[src/rtl/deinterleaver_frame.sv]
`default_nettype none
// ============================================================================
// Module   : deinterleaver_frame
// Purpose  : Buffers one interleaved frame, restores the original bit order
//            in a single cycle, and emits the bytes with valid/ready flow.
// Revision : 1.0 - initial release
// ============================================================================
module deinterleaver_frame #(
  parameter int DATABYTES = 8
) (
  input  logic       clk,
  input  logic       rst,
  input  logic [7:0] i_RX_Byte,
  input  logic       i_RX_En,
  output logic       o_RX_Ready,
  input  logic       i_Flush,
  output logic [7:0] o_TX_Byte,
  output logic       o_TX_Valid,
  input  logic       i_TX_Ready,
  output logic       o_Frame_Done,
  output logic       o_Busy
);

  localparam int             CW     = (DATABYTES > 1) ? $clog2(DATABYTES) : 1;
  localparam int             FW     = 8 * DATABYTES;
  localparam logic [CW-1:0]  c_LAST = CW'(DATABYTES - 1);

  typedef enum logic [1:0] {
    S_COLLECT = 2'd0,
    S_DEINT   = 2'd1,
    S_EMIT    = 2'd2
  } state_t;

  state_t          r_state;
  state_t          w_next;
  logic [CW-1:0]   r_rx_cnt;
  logic [CW-1:0]   r_tx_cnt;
  logic [FW-1:0]   r_in_flat;
  logic [FW-1:0]   r_out_flat;
  logic [FW-1:0]   w_deint;
  logic            r_done;
  logic            w_rx_fire;
  logic            w_rx_last;
  logic            w_tx_fire;
  logic            w_tx_last;

  assign o_RX_Ready   = (r_state == S_COLLECT);
  assign o_TX_Valid   = (r_state == S_EMIT);
  assign o_Busy       = (r_state != S_COLLECT);
  assign o_Frame_Done = r_done;
  assign o_TX_Byte    = (r_state == S_EMIT) ? r_out_flat[{r_tx_cnt, 3'b000} +: 8] : 8'h00;

  // Flush wins over every transfer in the same cycle.
  assign w_rx_fire = o_RX_Ready && i_RX_En && !i_Flush;
  assign w_rx_last = w_rx_fire && (r_rx_cnt == c_LAST);
  assign w_tx_fire = o_TX_Valid && i_TX_Ready && !i_Flush;
  assign w_tx_last = w_tx_fire && (r_tx_cnt == c_LAST);

  // Flat index f of the stored frame holds original bit D[f mod N][f div N].
  always_comb begin
    w_deint = '0;
    for (int b = 0; b < DATABYTES; b++) begin
      for (int i = 0; i < 8; i++) begin
        w_deint[b*8 + i] = r_in_flat[i*DATABYTES + b];
      end
    end
  end

  always_ff @(posedge clk or posedge rst) begin
    if (rst) begin
      r_state <= S_COLLECT;
    end else begin
      r_state <= w_next;
    end
  end

  always_comb begin
    w_next = r_state;
    if (i_Flush) begin
      w_next = S_COLLECT;
    end else begin
      case (r_state)
        S_COLLECT: if (w_rx_last) w_next = S_DEINT;
        S_DEINT:   w_next = S_EMIT;
        S_EMIT:    if (w_tx_last) w_next = S_COLLECT;
        default:   w_next = S_COLLECT;
      endcase
    end
  end

  always_ff @(posedge clk or posedge rst) begin
    if (rst) begin
      r_rx_cnt   <= '0;
      r_tx_cnt   <= '0;
      r_in_flat  <= '0;
      r_out_flat <= '0;
      r_done     <= 1'b0;
    end else begin
      r_done <= w_tx_last;
      if (i_Flush) begin
        r_rx_cnt <= '0;
        r_tx_cnt <= '0;
      end else begin
        if (w_rx_fire) begin
          r_in_flat[{r_rx_cnt, 3'b000} +: 8] <= i_RX_Byte;
          if (!w_rx_last) r_rx_cnt <= r_rx_cnt + 1'b1;
        end
        if (r_state == S_DEINT) begin
          r_out_flat <= w_deint;
          r_tx_cnt   <= '0;
        end
        if (w_tx_fire && !w_tx_last) r_tx_cnt <= r_tx_cnt + 1'b1;
        if (w_tx_last) r_rx_cnt <= '0;
      end
    end
  end

endmodule
`default_nettype wire

[config.mk]
export PLATFORM = sky130hd
export DESIGN_NAME = deinterleaver_frame
export DESIGN_NICKNAME = d
export VERILOG_FILES = /design/src/rtl/deinterleaver_frame.sv
export SDC_FILE = /design/constraint.sdc
export NUM_CORES = 1
export LEC_CHECK = 0
export CAP_MARGIN = 15
export CORE_ASPECT_RATIO = 0.8
export CORE_MARGIN = 2
export CORE_UTILIZATION = 55
export DETAILED_ROUTE_END_ITERATION = 10
export HOLD_SLACK_MARGIN = 0.08
export PLACE_DENSITY_LB_ADDON = 0.25
export RECOVER_POWER = 100
export SLEW_MARGIN = 20
export SYNTH_ARGS = -nofsm -noshare
export SYNTH_HDL_FRONTEND = slang
export SYNTH_SLANG_ARGS = --single-unit
[constraint.sdc]
create_clock -name clk -period 6.1 [get_ports clk]
set_clock_uncertainty 0.2 [all_clocks]
set_input_delay 0.61 -clock clk [delete_from_list [all_inputs] [get_ports clk]]
set_output_delay 0.61 -clock clk [all_outputs]
set_load 0.01 [all_outputs]
==> results of run 1 <==
-- flip-flops by register name, summed over array words and instances, names as in the netlist --
name	flops
r_state	2
r_out_flat	64
r_rx_cnt	3
r_tx_cnt	3
r_in_flat	64
o_Frame_Done	1
-- cells by family after synthesis --
logic type / Yosys count / share of synthesized area [%]
adder cells (fa/ha/maj): 10 / 2.03
flip-flops: 137 / 55.6
multiplexers: 165 / 29.4
AND/OR/NAND/NOR: 65 / 7.92
AO/OA/AOI/OAI: 19 / 2.36
XOR/XNOR: 1 / 0.142
buffers and inverters: 27 / 2.46
-- power by group --
| part | internal, mW | switching [mW] |
|---|---|---|
| Clock | 0.657 | 0.394 |
| Combinational | 0.0552 | 0.0591 |
| Sequential | 0.953 | 0.0238 |
-- per-stage QoR --
step	total power, mW	area, µm²	hold slack (ps)	utilization [%]
2_1_floorplan	1.07	6160	274	-
3_3_place_gp	1.10	6480	282	59.5
3_5_place_dp	1.11	6480	286	59.5
4_1_cts	2.17	7090	300	65.1
5_1_grt	2.22	7040	320	64.7
6_report	2.14	7040	301	64.7
-- how the worst max path moves through the flow --
| stage | from | slack [ps] | endpoint |
|---|---|---|---|
| floorplan | rst | 1620 | o_Frame_Done |
| finish | i_Flush | 1500 | r_out_flat[31] |
| detailed placement | i_Flush | 2920 | r_in_flat[33] |
| global route | i_Flush | 1280 | r_out_flat[50] |
| global placement | i_Flush | 2960 | r_in_flat[37] |
| CTS | r_tx_cnt[1] | 2560 | o_TX_Byte[3] |
-- layout make-up --
class / instances / area share (%)
Clock inverter: 13 / 2.38
Clock buffer: 19 / 6.29
Tap cell: 144 / 2.56
Inverter: 6 / 0.337
Sequential cell: 137 / 48.7
Multi-Input combinational cell: 260 / 36.2
Timing Repair Buffer: 26 / 3.57
-- per-layer routing --
| metal | up-vias | track usage, % | wire, µm |
|---|---|---|---|
| li1 | 1572 | - | - |
| met1 | 1835 | 31.4 | 5820 |
| met2 | 48 | 36.0 | 6110 |
| met3 | 12 | 5.44 | 479 |
| met4 | 0 | 8.05 | 125 |
| met5 | - | 0 | 0 |
-- cell usage after synthesis --
| master | number |
|---|---|
| sky130_fd_sc_hd__and2_1 | 25 |
| sky130_fd_sc_hd__nand2b_1 | 1 |
| sky130_fd_sc_hd__nand4_4 | 1 |
| sky130_fd_sc_hd__clkbuf_1 | 4 |
| sky130_fd_sc_hd__a31o_2 | 1 |
| sky130_fd_sc_hd__nor4b_4 | 1 |
| sky130_fd_sc_hd__mux2_2 | 130 |
| sky130_fd_sc_hd__ha_1 | 10 |
| sky130_fd_sc_hd__inv_1 | 6 |
| sky130_fd_sc_hd__nor2b_1 | 4 |
| sky130_fd_sc_hd__and2_0 | 1 |
| sky130_fd_sc_hd__nor4b_2 | 1 |
| sky130_fd_sc_hd__and3_1 | 8 |
| sky130_fd_sc_hd__o31a_1 | 1 |
| sky130_fd_sc_hd__or3b_2 | 1 |
| sky130_fd_sc_hd__nor2_1 | 6 |
| sky130_fd_sc_hd__buf_2 | 10 |
| sky130_fd_sc_hd__a22oi_1 | 16 |
| sky130_fd_sc_hd__nand3_2 | 3 |
| sky130_fd_sc_hd__mux2i_1 | 35 |
| sky130_fd_sc_hd__buf_6 | 5 |
| sky130_fd_sc_hd__and4bb_1 | 3 |
| sky130_fd_sc_hd__nor4b_1 | 1 |
| sky130_fd_sc_hd__xnor2_1 | 1 |
| sky130_fd_sc_hd__and3b_1 | 1 |
| sky130_fd_sc_hd__nor3b_1 | 5 |
| sky130_fd_sc_hd__nor3_2 | 1 |
| sky130_fd_sc_hd__o21bai_1 | 1 |
| sky130_fd_sc_hd__dfrtp_1 | 137 |
| sky130_fd_sc_hd__and4b_1 | 2 |
| sky130_fd_sc_hd__buf_1 | 2 |
==> results.md, run 1 <==
- Status: finished, violations left
- Failing checks: max-capacitance violations, max-slew violations
- Register clock-pin slew on the reported worst setup and hold paths: 60 ps
- Number of cells on the worst hold path: 1
- Post-Synthesis Net Count: 447
- Dominant delay contributor by cell family on the critical path: buffers and inverters
- Maximum count of clock buffers along a single path: 2
- Area taken by multi-input logic gates: ~2500 µm²
- Cell with the largest stage delay on the worst path: sky130_fd_sc_hd__clkbuf_1
- CP max FO: 65
- Hold crit path type: reg -> reg
- Number of optimization iterations in the first detailed-route pass: 4
- Setup TNS: 0 ps
- First-pass GRT wire length: around 20 mm
- TritonCTS Buffers: 17
- Post-synthesis sequential area ratio: between 50% and 60%
- FILL cells: 824
- Post-synthesis instance area: between 6000 and 7000 µm²
- Share of layout cells above drive strength 1: 36.2%
- Antenna Nets Post-Route: 0
- Synth warnings: 0
- Most frequent standard cell in the layout excluding fill and tap cells: sky130_fd_sc_hd__dfrtp_1
- Number of hold-slack violations in the final timing report: 0
- Area grow syn2layout: 14.3%
- Number of standard cells in the layout, taps in and fillers out: ~610
- Antenna cell count: 0
- P per Cell Area: 304 nW/µm²
- Gate Count Post-Synth: 424
- Arrival time at the worst endpoint: around 4700 ps
- Slack of the worst reg-to-reg path: just under 2000 ps
- Skew-Pair Late Insertion Delay: 410 ps
- CTS root buf: sky130_fd_sc_hd__clkbuf_16
- Number of antenna violations at the first check in global routing: 1
- Placed Instances: between 500 and 600
- Number of endpoints failing setup at the final stage: 0
- TritonCTS clock tree: done
- Fraction of post-synthesis cell area in the top cell type by area: between 50% and 60%
- Final critical-path required period: around 4600 ps
- Die Ht: about 99 µm
- Initial Util: between 50% and 60%
- Tightest Pin Transition: about 3700 ps
- Weighted congestion at the end of routability-driven global placement: 0.813
- I/O pin count: 25
- Post-DR wirelength/cell: between 20 and 25 µm
- End of the worst register-to-register path: r_out_flat[31]
- Post-placement worst setup slack: 2920 ps
- Total vias in the final route: about 3500
- Total Die Area: 12100 µm²
- Placed wire-length estimate after detailed placement: ~7.6 mm
- Largest net degree at the start of global routing: 82
- Min-Delay Endpoint: r_out_flat[25]
- Top achievable clock speed: between 200 and 250 MHz
- Post-CTS setup buffers: 0
- Vias per cell: about 5.7
- Area of all sequential standard cells: about 3400 µm²
- Startpoint kind of the worst setup timing path: input pin
- Total Routed Length: 12.5 mm
- Top cells by area in the synthesized netlist: sky130_fd_sc_hd__dfrtp_1 (56%), sky130_fd_sc_hd__mux2_2 (24%), sky130_fd_sc_hd__mux2i_1 (5.7%)
- Setup crit end kind: flop
- DR iter-0 viols: between 100 and 150
- Crit path setup slack, layout: around 1500 ps
- Horizontal extent of the die: 122 µm
- CP Cell Sequence: dlygate4sd3_1, nor3b_2, clkbuf_1, mux2_2
- DRC violation count after routing: 0
- CTS H-tree lvls: 4
- Synth cell types: 31
- WP buf/inv: 2
- Number of hold-repair buffers added at the cts stage: 0
- Overflow left after global routing: 0
- Startpoint-to-endpoint class of the critical path: in -> reg
- Via count of the first global-routing pass: 3748
- Register-to-Register Path Depth: 3
- Sinks on Clock Net: ~140
- Highest ir drop seen on vdd: between 0.2 and 0.25 mV
- Count of cells resized by post-cts repair: 0
- Nets: about 470
- Count of port buffers added during placement: 24
- Total GRT Usage: a little under a quarter
- Flip-flop and latch count after synthesis: 137
- Setup repair after global routing missed its margin: no
- Worst r2r src: r_state[1]
- Levels on crit path: 4
- Stage delay of the slowest cell on the critical path: 2630 ps
- Leakage power summed over all cells: around 3.4 nW
- Final worst path period share: between 70% and 80%
- Number of cell rows: 34
- Floorplan Core Area: 10900 µm²
- Max-capacitance violation count: 3
- Most frequent cells in the layout: sky130_fd_sc_hd__dfrtp_1 (137), sky130_fd_sc_hd__mux2_2 (129), sky130_fd_sc_hd__mux2i_1 (35)
- Worst-case headroom to the max-slew limit: -150%
- Number of slew-limit violations in the final report: 183
- Syn avg cell area: roughly 15 µm²
- Required time at the endpoint of the critical path: between 6000 and 7000 ps
- Hold_sp: r_in_flat[11]
- Dominant cell type by area after synthesis: sky130_fd_sc_hd__dfrtp_1
Note: power is estimated with default switching activity, not from simulation.
==> run 2, diff against run 1 <==
- clock period: 6.1 -> 4.1 ns (I/O delays scaled with it)
==> run 2 against run 1 <==
Against the previous run: the run still ends with max-capacitance violations, max-slew violations left; clock-buffer cell count up 5; sequential cell count is the same; worst setup slack worse by 900 ps; utilization rose by 0.40 points; critical endpoint is now r_in_flat[35]; wire length down 1.9%; power rose by 52%; first-iteration DRC count is 6.0% higher; non-clock buffer count grew 1; global-route usage is essentially flat.
==> results.md, run 2 (same netlist as run 1, synthesis figures left out) <==
- Status: finished, violations left
- Failing checks: max-capacitance violations, max-slew violations
- DR iter-0 viols: 158 (+6.0%)
- Number of endpoints failing setup at the final stage: 0 (unchanged)
- Number of hold-repair buffers added at the cts stage: 0 (unchanged)
- Tightest Pin Transition: 1750 ps (-2000 ps)
- Total Die Area: 12100 µm² (unchanged)
- Area grow syn2layout: 15.0%
- First-pass GRT wire length: 20.5 mm (+0.58%)
- Count of port buffers added during placement: 24 (unchanged)
- Final worst path period share: between 80% and 90%
- I/O pin count: 25 (unchanged)
- Antenna Nets Post-Route: 0 (unchanged)
- Post-DR wirelength/cell: 20.3 µm (-1.9%)
- Sinks on Clock Net: 137 (unchanged)
- Number of slew-limit violations in the final report: 141 (-23%)
- Switching Power: 0.662 mW (+39%)
- Max-capacitance violation count: 3 (unchanged)
- Count of cells resized by post-cts repair: 0 (unchanged)
- Arrival time at the worst endpoint: 3590 ps (-1100 ps)
- Weighted congestion at the end of routability-driven global placement: 0.801 (-1.4%)
- Maximum count of clock buffers along a single path: 2 (unchanged)
- Most frequent cells in the layout: sky130_fd_sc_hd__dfrtp_1 (136), sky130_fd_sc_hd__mux2_2 (130), sky130_fd_sc_hd__mux2i_1 (35)
- Startpoint-to-endpoint class of the critical path: in -> reg
- CTS root buf: sky130_fd_sc_hd__clkbuf_16
- Antenna cell count: 0 (unchanged)
- Setup repair after global routing missed its margin: no
- Highest ir drop seen on vdd: 0.444 mV (+120%)
- TritonCTS Buffers: 17 (unchanged)
- WP buf/inv: 1 (-1)
- Worst-case headroom to the max-slew limit: -18.3% (+130 points)
- Share of layout cells above drive strength 1: 37.1% (+0.87 points)
- Placed wire-length estimate after detailed placement: 7.96 mm (+4.9%)
- Required time at the endpoint of the critical path: 4190 ps (-2000 ps)
- DRC violation count after routing: 0 (unchanged)
- Most frequent standard cell in the layout excluding fill and tap cells: sky130_fd_sc_hd__dfrtp_1
- Combinational Power Share: 5.3% (about the same)
- Total vias in the final route: 3452 (-0.43%)
- Initial Util: 56.6% (unchanged)
- Clock power share: 50.2% (+1.1 points)
- Final critical-path required period: ~3500 ps
- Setup crit end kind: flop
- Register clock-pin slew on the reported worst setup and hold paths: 50 ps (about the same)
- Via count of the first global-routing pass: 3780 (+0.85%)
- Leakage power summed over all cells: 3.43 nW (+0.93%)
- TritonCTS clock tree: done
- Top achievable clock speed: between 200 and 300 MHz
- Horizontal extent of the die: 122 µm (unchanged)
- Number of hold-slack violations in the final timing report: 0 (unchanged)
- Overflow left after global routing: 0 (unchanged)
- Number of antenna violations at the first check in global routing: 0 (-1)
- Largest net degree at the start of global routing: 66 (-20%)
- Proportion of total power due to net switching: 20.3% (-2.0 points)
- Number of cell rows: 34 (unchanged)
- Cell with the largest stage delay on the worst path: sky130_fd_sc_hd__nor4b_1
- Startpoint kind of the worst setup timing path: input pin
- Total internal power: 2.60 mW (+56%)
- Die Ht: 98.7 µm (unchanged)
- Setup TNS: 0 ps (unchanged)
- Hold crit path type: reg -> reg
- P per Cell Area: 459 nW/µm² (+51%)
- Dominant delay contributor by cell family on the critical path: simple AND/OR/NAND/NOR gates
- Largest registers ranked by flip-flop count: r_in_flat x64, r_out_flat x64
- Total GRT Usage: 22.9% (-0.034 points)
- CTS H-tree lvls: 4 (unchanged)
- Sequential group share of total power: 44.6% (-1.0 points)
- Floorplan Core Area: 10900 µm² (unchanged)
- Post-CTS setup buffers: 0 (unchanged)
- CP Cell Sequence: dlygate4sd3_1, nor4b_1, and4b_1, mux2_2
- Total Routed Length: 12.3 mm (-1.9%)
- Total non-filler cell area in the finished layout: 7090 µm² (+0.62%)
- Nets: 472 (+0.21%)
- Number of optimization iterations in the first detailed-route pass: 4 (unchanged)
- CP max FO: 9 (-86%)
- Skew-Pair Late Insertion Delay: 410 ps (about the same)
- Stage delay of the slowest cell on the critical path: 1470 ps (-1160 ps)
- Post-detailed-placement cell area: 6500 µm² (+0.33%)
- Vias per cell: 5.71 (-0.43%)
==> run 2: cell types whose count changed in the layout (fill, tap and decap cells not counted), sizes merged <==
cell | before | now
clkbuf | 20 | 27
clkinvlp | 6 | 2
inv | 8 | 5
buf | 1 | 0
bufinv | 3 | 4
==> run 2: final cells by class <==
class	instances	area [µm²]
multi-input combinational	260	2560
sequential	137	3430
clock buffer	24	502
inverter	6	23.8
timing repair buffer	27	255
clock inverter	7	138
tap	144	180
fill	808	3800
==> run 2: stage by stage <==
stage,utilization [%],total power [mW],cells,hold slack (ps),worst slack [ps]
2_1_floorplan,-,1.59,424,274,1630
3_3_place_gp,59.7,1.64,574,280,1170
3_5_place_dp,59.7,1.65,574,285,1110
4_1_cts,65.5,3.28,605,283,716
5_1_grt,65.1,3.38,605,310,324
6_report,65.1,3.26,605,294,603
==> run 2: routing by layer <==
metal / wire [µm] / share of wire (%) / global-route usage [%] / vias up
li1: - / - / - / 1574
met1: 5970 / 49 / 32.0 / 1831
met2: 5950 / 48 / 36.1 / 38
met3: 267 / 2.2 / 5.73 / 9
met4: 112 / 0.91 / 5.84 / 0
met5: 0 / 0 / 0 / -
==> run 2: final timing paths <==
check	from	endpoint	slack [ps]	depth (start not counted)
min in group asynchronous	rst	r_out_flat[3]	570	2
max reg2reg	r_state[1]	r_in_flat[35]	880	3
min	r_in_flat[8]	r_out_flat[1]	290	1
max in group asynchronous	rst	r_in_flat[35]	1040	3
min reg2reg	r_in_flat[8]	r_out_flat[1]	290	1
max	i_Flush	r_in_flat[35]	600	4
==> run 2: worst reg2reg max path, stage by stage (launching register included) <==
cell	delay [ps]
sky130_fd_sc_hd__dfrtp_1	430
sky130_fd_sc_hd__nor4b_1	1430
sky130_fd_sc_hd__and4b_1	660
sky130_fd_sc_hd__mux2_2	380
==> run 2: power by group through the flow <==
stage	clock, mW	sequential, mW	combinational, mW
3_3_place_gp	0	1.47	0.172
3_5_place_dp	0	1.48	0.178
2_1_floorplan	0	1.46	0.131
6_report	1.63	1.45	0.171
4_1_cts	1.65	1.45	0.179
5_1_grt	1.72	1.46	0.192
==> run 3, diff against run 2 <==
- ABC_AREA: not set -> 1
- SLEW_MARGIN: 20 -> not set
==> run 3 against run 2 <==
Against the previous run: the run still ends with max-capacitance violations, max-slew violations left; utilization down 3.5 points; worst setup slack better by 52 ps; first-iteration DRC count rose to 3.5 times the previous value; hold slack got worse by 8.1 ps; sequential share of layout area down 2.1 points; critical path type unchanged; largest cell class unchanged.
==> results.md, run 3 <==
- Status: finished, violations left
- Failing checks: max-capacitance violations, max-slew violations
- TritonCTS Buffers: 17 (unchanged)
- Sinks on Clock Net: 137 (unchanged)
- Most frequent cells in the layout: sky130_fd_sc_hd__nand2_1 (249), sky130_fd_sc_hd__dfrtp_1 (137), sky130_fd_sc_hd__nor2_1 (122)
- Flip-flop and latch count after synthesis: 137 (unchanged)
- Max-capacitance violation count: 2 (-1)
- Count of cells resized by post-cts repair: 0 (unchanged)
- CP Cell Sequence: dlygate4sd3_1, inv_1, nand3_2, clkbuf_2, nor2_1, a21oi_1
- Post-CTS setup buffers: 0 (unchanged)
- Floorplan Core Area: 12000 µm² (+10%)
- Arrival time at the worst endpoint: 3520 ps (-70 ps)
- Hold_sp: r_in_flat[23]
- Post-DR wirelength/cell: 15.8 µm (-22%)
- Number of standard cells in the layout, taps in and fillers out: 1027 (+70%)
- Leakage power summed over all cells: 4.10 nW (+20%)
- Final critical-path required period: 3440 ps (-52.4 ps)
- Area grow syn2layout: 10.4%
- Number of cell rows: 36 (+5.9%)
- Most frequent standard cell in the layout excluding fill and tap cells: sky130_fd_sc_hd__nand2_1
- Tightest Pin Transition: 1810 ps (+57.2 ps)
- Total internal power: 2.26 mW (-13%)
- Placed wire-length estimate after detailed placement: 10.9 mm (+37%)
- Total GRT Usage: 26.7% (+3.9 points)
- WP buf/inv: 3 (+2)
- Required time at the endpoint of the critical path: 4170 ps (-20 ps)
- Combinational Power Share: 6.2% (+0.9 points)
- Total non-filler cell area in the finished layout: 7410 µm² (+4.6%)
- Synth cell types: 25 (-19%)
- Horizontal extent of the die: 128 µm (+4.3%)
- Cell types with the highest counts after synthesis: sky130_fd_sc_hd__nand2_1 (247), sky130_fd_sc_hd__dfrtp_1 (137), sky130_fd_sc_hd__nor2_1 (116)
- Syn avg cell area: 7.86 µm² (-46%)
- Final worst path period share: 84.0% (-1.3 points)
- Nets: 888 (+88%)
- I/O pin count: 25 (unchanged)
- Fraction of post-synthesis cell area in the top cell type by area: 51.0% (-4.6 points)
- Total Die Area: 13100 µm² (+8.7%)
- Number of hold-slack violations in the final timing report: 0 (unchanged)
- DRC violation count after routing: 0 (unchanged)
- End of the worst register-to-register path: r_in_flat[63]
- Switching Power: 0.714 mW (+8.0%)
- Post-Synthesis Net Count: 878 (+96%)
- Synth warnings: 0 (unchanged)
- Share of layout cells above drive strength 1: 5.14% (-32 points)
- Clock power share: 45.1% (-5.1 points)
- Number of endpoints failing setup at the final stage: 0 (unchanged)
- P per Cell Area: 401 nW/µm² (-13%)
- CP max FO: 98 (+89)
- Number of slew-limit violations in the final report: 237 (+68%)
- Number of cells on the worst hold path: 2 (+1)
- Stage delay of the slowest cell on the critical path: 1280 ps (-190 ps)
- Register-to-Register Path Depth: 6 (+3)
- Min-Delay Endpoint: r_in_flat[23]
- Number of optimization iterations in the first detailed-route pass: 5 (+1)
- Number of antenna violations at the first check in global routing: 0 (unchanged)
- Sequential group share of total power: 48.7% (+4.1 points)
- Top flip-flop cell by instance count after synthesis: sky130_fd_sc_hd__dfrtp_1
- CTS H-tree lvls: 4 (unchanged)
- Setup repair after global routing missed its margin: no
- Worst-case headroom to the max-slew limit: -20.5% (-2.2 points)
- Post-detailed-placement cell area: 6990 µm² (+7.6%)
- Post-route core utilization: 61.6% (-3.5 points)
- Number of hold-repair buffers added at the cts stage: 0 (unchanged)
- Gate Count Post-Synth: 855 (+100%)
- Slack of the worst reg-to-reg path: 720 ps (-160 ps)
- Top cells by area in the synthesized netlist: sky130_fd_sc_hd__dfrtp_1 (51%), sky130_fd_sc_hd__nand2_1 (14%), sky130_fd_sc_hd__nor2_1 (6.5%)
- Startpoint kind of the worst setup timing path: input pin
- Post-synthesis sequential area ratio: 51.0% (-4.6 points)
- Placed Instances: 998 (+74%)
- Number of enable flip-flop cells after synthesis: 0 (unchanged)
- Hold crit path type: reg -> reg
- Total Routed Length: 16.2 mm (+32%)
- Skew-Pair Late Insertion Delay: 420 ps (about the same)
- Top achievable clock speed: 290 MHz (+1.5%)
- Cell with the largest stage delay on the worst path: sky130_fd_sc_hd__nand3_2
- Share of flip-flops with an asynchronous set or reset after synthesis: 100% (unchanged)
- Total vias in the final route: 5487 (+59%)
- Largest net degree at the start of global routing: 138 (+110%)
- Via count of the first global-routing pass: 5053 (+34%)
- Dominant cell type by area after synthesis: sky130_fd_sc_hd__dfrtp_1
- Largest registers ranked by flip-flop count: r_in_flat x64, r_out_flat x64
- First-pass GRT wire length: 26.8 mm (+31%)
- Die Ht: 103 µm (+4.2%)
- DR iter-0 viols: 553 (+250%)
- Maximum count of clock buffers along a single path: 2 (unchanged)
- Initial Util: 55.8% (-0.72 points)
- Dominant delay contributor by cell family on the critical path: simple AND/OR/NAND/NOR gates
- Register clock-pin slew on the reported worst setup and hold paths: 50 ps (about the same)
- Weighted congestion at the end of routability-driven global placement: 0.892 (+11%)
- CTS root buf: sky130_fd_sc_hd__clkbuf_16
- Worst r2r src: r_state[0]
- Proportion of total power due to net switching: 24.0% (+3.7 points)
- TritonCTS clock tree: done
- Count of port buffers added during placement: 24 (unchanged)
- Total power: 2.97 mW (-8.7%)
- Library cell with the highest instance count after synthesis: sky130_fd_sc_hd__nand2_1
- Setup TNS: 0 ps (unchanged)
- Overflow left after global routing: 0 (unchanged)
- Antenna cell count: 0 (unchanged)
- Vias per cell: 5.34 (-6.4%)
- Setup crit end kind: flop
- Post-synthesis instance area: 6720 µm² (+9.0%)
- Startpoint-to-endpoint class of the critical path: in -> reg
- Highest ir drop seen on vdd: 0.272 mV (-39%)
- Antenna Nets Post-Route: 0 (unchanged)
==> run 3: changes by cell type in the layout (fill, tap and decap cells not counted), moves of 7 or more <==
cell / before / now
sky130_fd_sc_hd__a22oi_1: 16 / 0
sky130_fd_sc_hd__mux2_2: 130 / 0
sky130_fd_sc_hd__inv_1: 5 / 95
sky130_fd_sc_hd__nor2_1: 6 / 122
sky130_fd_sc_hd__o21ai_1: 0 / 19
sky130_fd_sc_hd__nor3_1: 0 / 7
sky130_fd_sc_hd__nand3_1: 0 / 68
sky130_fd_sc_hd__and3_1: 8 / 0
sky130_fd_sc_hd__and2_1: 25 / 0
sky130_fd_sc_hd__o21ai_0: 0 / 22
sky130_fd_sc_hd__nand2_1: 0 / 249
sky130_fd_sc_hd__a21oi_1: 0 / 68
sky130_fd_sc_hd__mux2i_1: 35 / 0
==> run 3: layout make-up <==
class | instances | area, µm²
Inverter | 100 | 387
Clock buffer | 26 | 489
Tap cell | 152 | 190
Sequential cell | 137 | 3430
Multi-Input combinational cell | 579 | 2630
Fill cell | 1040 | 4610
Timing Repair Buffer | 30 | 275
Clock inverter | 3 | 17.5
==> run 3: routing by layer <==
layer  wire [µm]  GRT usage [%]
met1        8100           41.8
met2        6780           37.3
met5           0              0
met4         203           7.02
met3        1120           6.38
==> run 3: tightest hold or removal path, stage by stage, from the launching register on <==
cell and delay (ps):
sky130_fd_sc_hd__dfrtp_1 340, sky130_fd_sc_hd__o21ai_1 70, sky130_fd_sc_hd__nand2_1 50
==> run 3: worst max path at each step <==
stage,start,end,slack [ps],depth (start not counted)
2_1_floorplan,rst,o_Frame_Done,1780,1
3_3_place_gp,i_Flush,r_out_flat[7],1280,6
3_5_place_dp,i_Flush,r_out_flat[27],1210,6
4_1_cts,r_tx_cnt[1],o_TX_Byte[1],800,7
5_1_grt,i_Flush,r_out_flat[23],360,6
6_report,i_Flush,r_out_flat[27],660,6
==> run 3: kinds of logic (layout without fill, tap and decap cells) <==
| kind of cell | count (synthesis) | in the layout | share of synthesized area, % |
|---|---|---|---|
| simple gates | 460 | 460 | 29.8 |
| fa+ha+maj | 10 | 10 | 1.86 |
| flops | 137 | 137 | 51.0 |
| compound gates | 109 | 109 | 8.12 |
| buf+inv | 139 | 159 | 9.13 |
==> run 3: power by group through the flow <==
stage                     clock (mW)  sequential (mW)  combinational [mW]
after floorplan                    0             1.45               0.150
after detailed placement           0             1.47               0.191
after CTS                       1.35             1.45               0.192
final                           1.34             1.45               0.183
after global routing            1.42             1.45               0.212
after global placement             0             1.47               0.184
==> run 3: metrics by stage <==
step,setup WS (ps),hold WS [ps]
after global routing,360,314
after detailed placement,1210,271
after floorplan,1780,243
final,655,286
after global placement,1280,264
after CTS,804,284
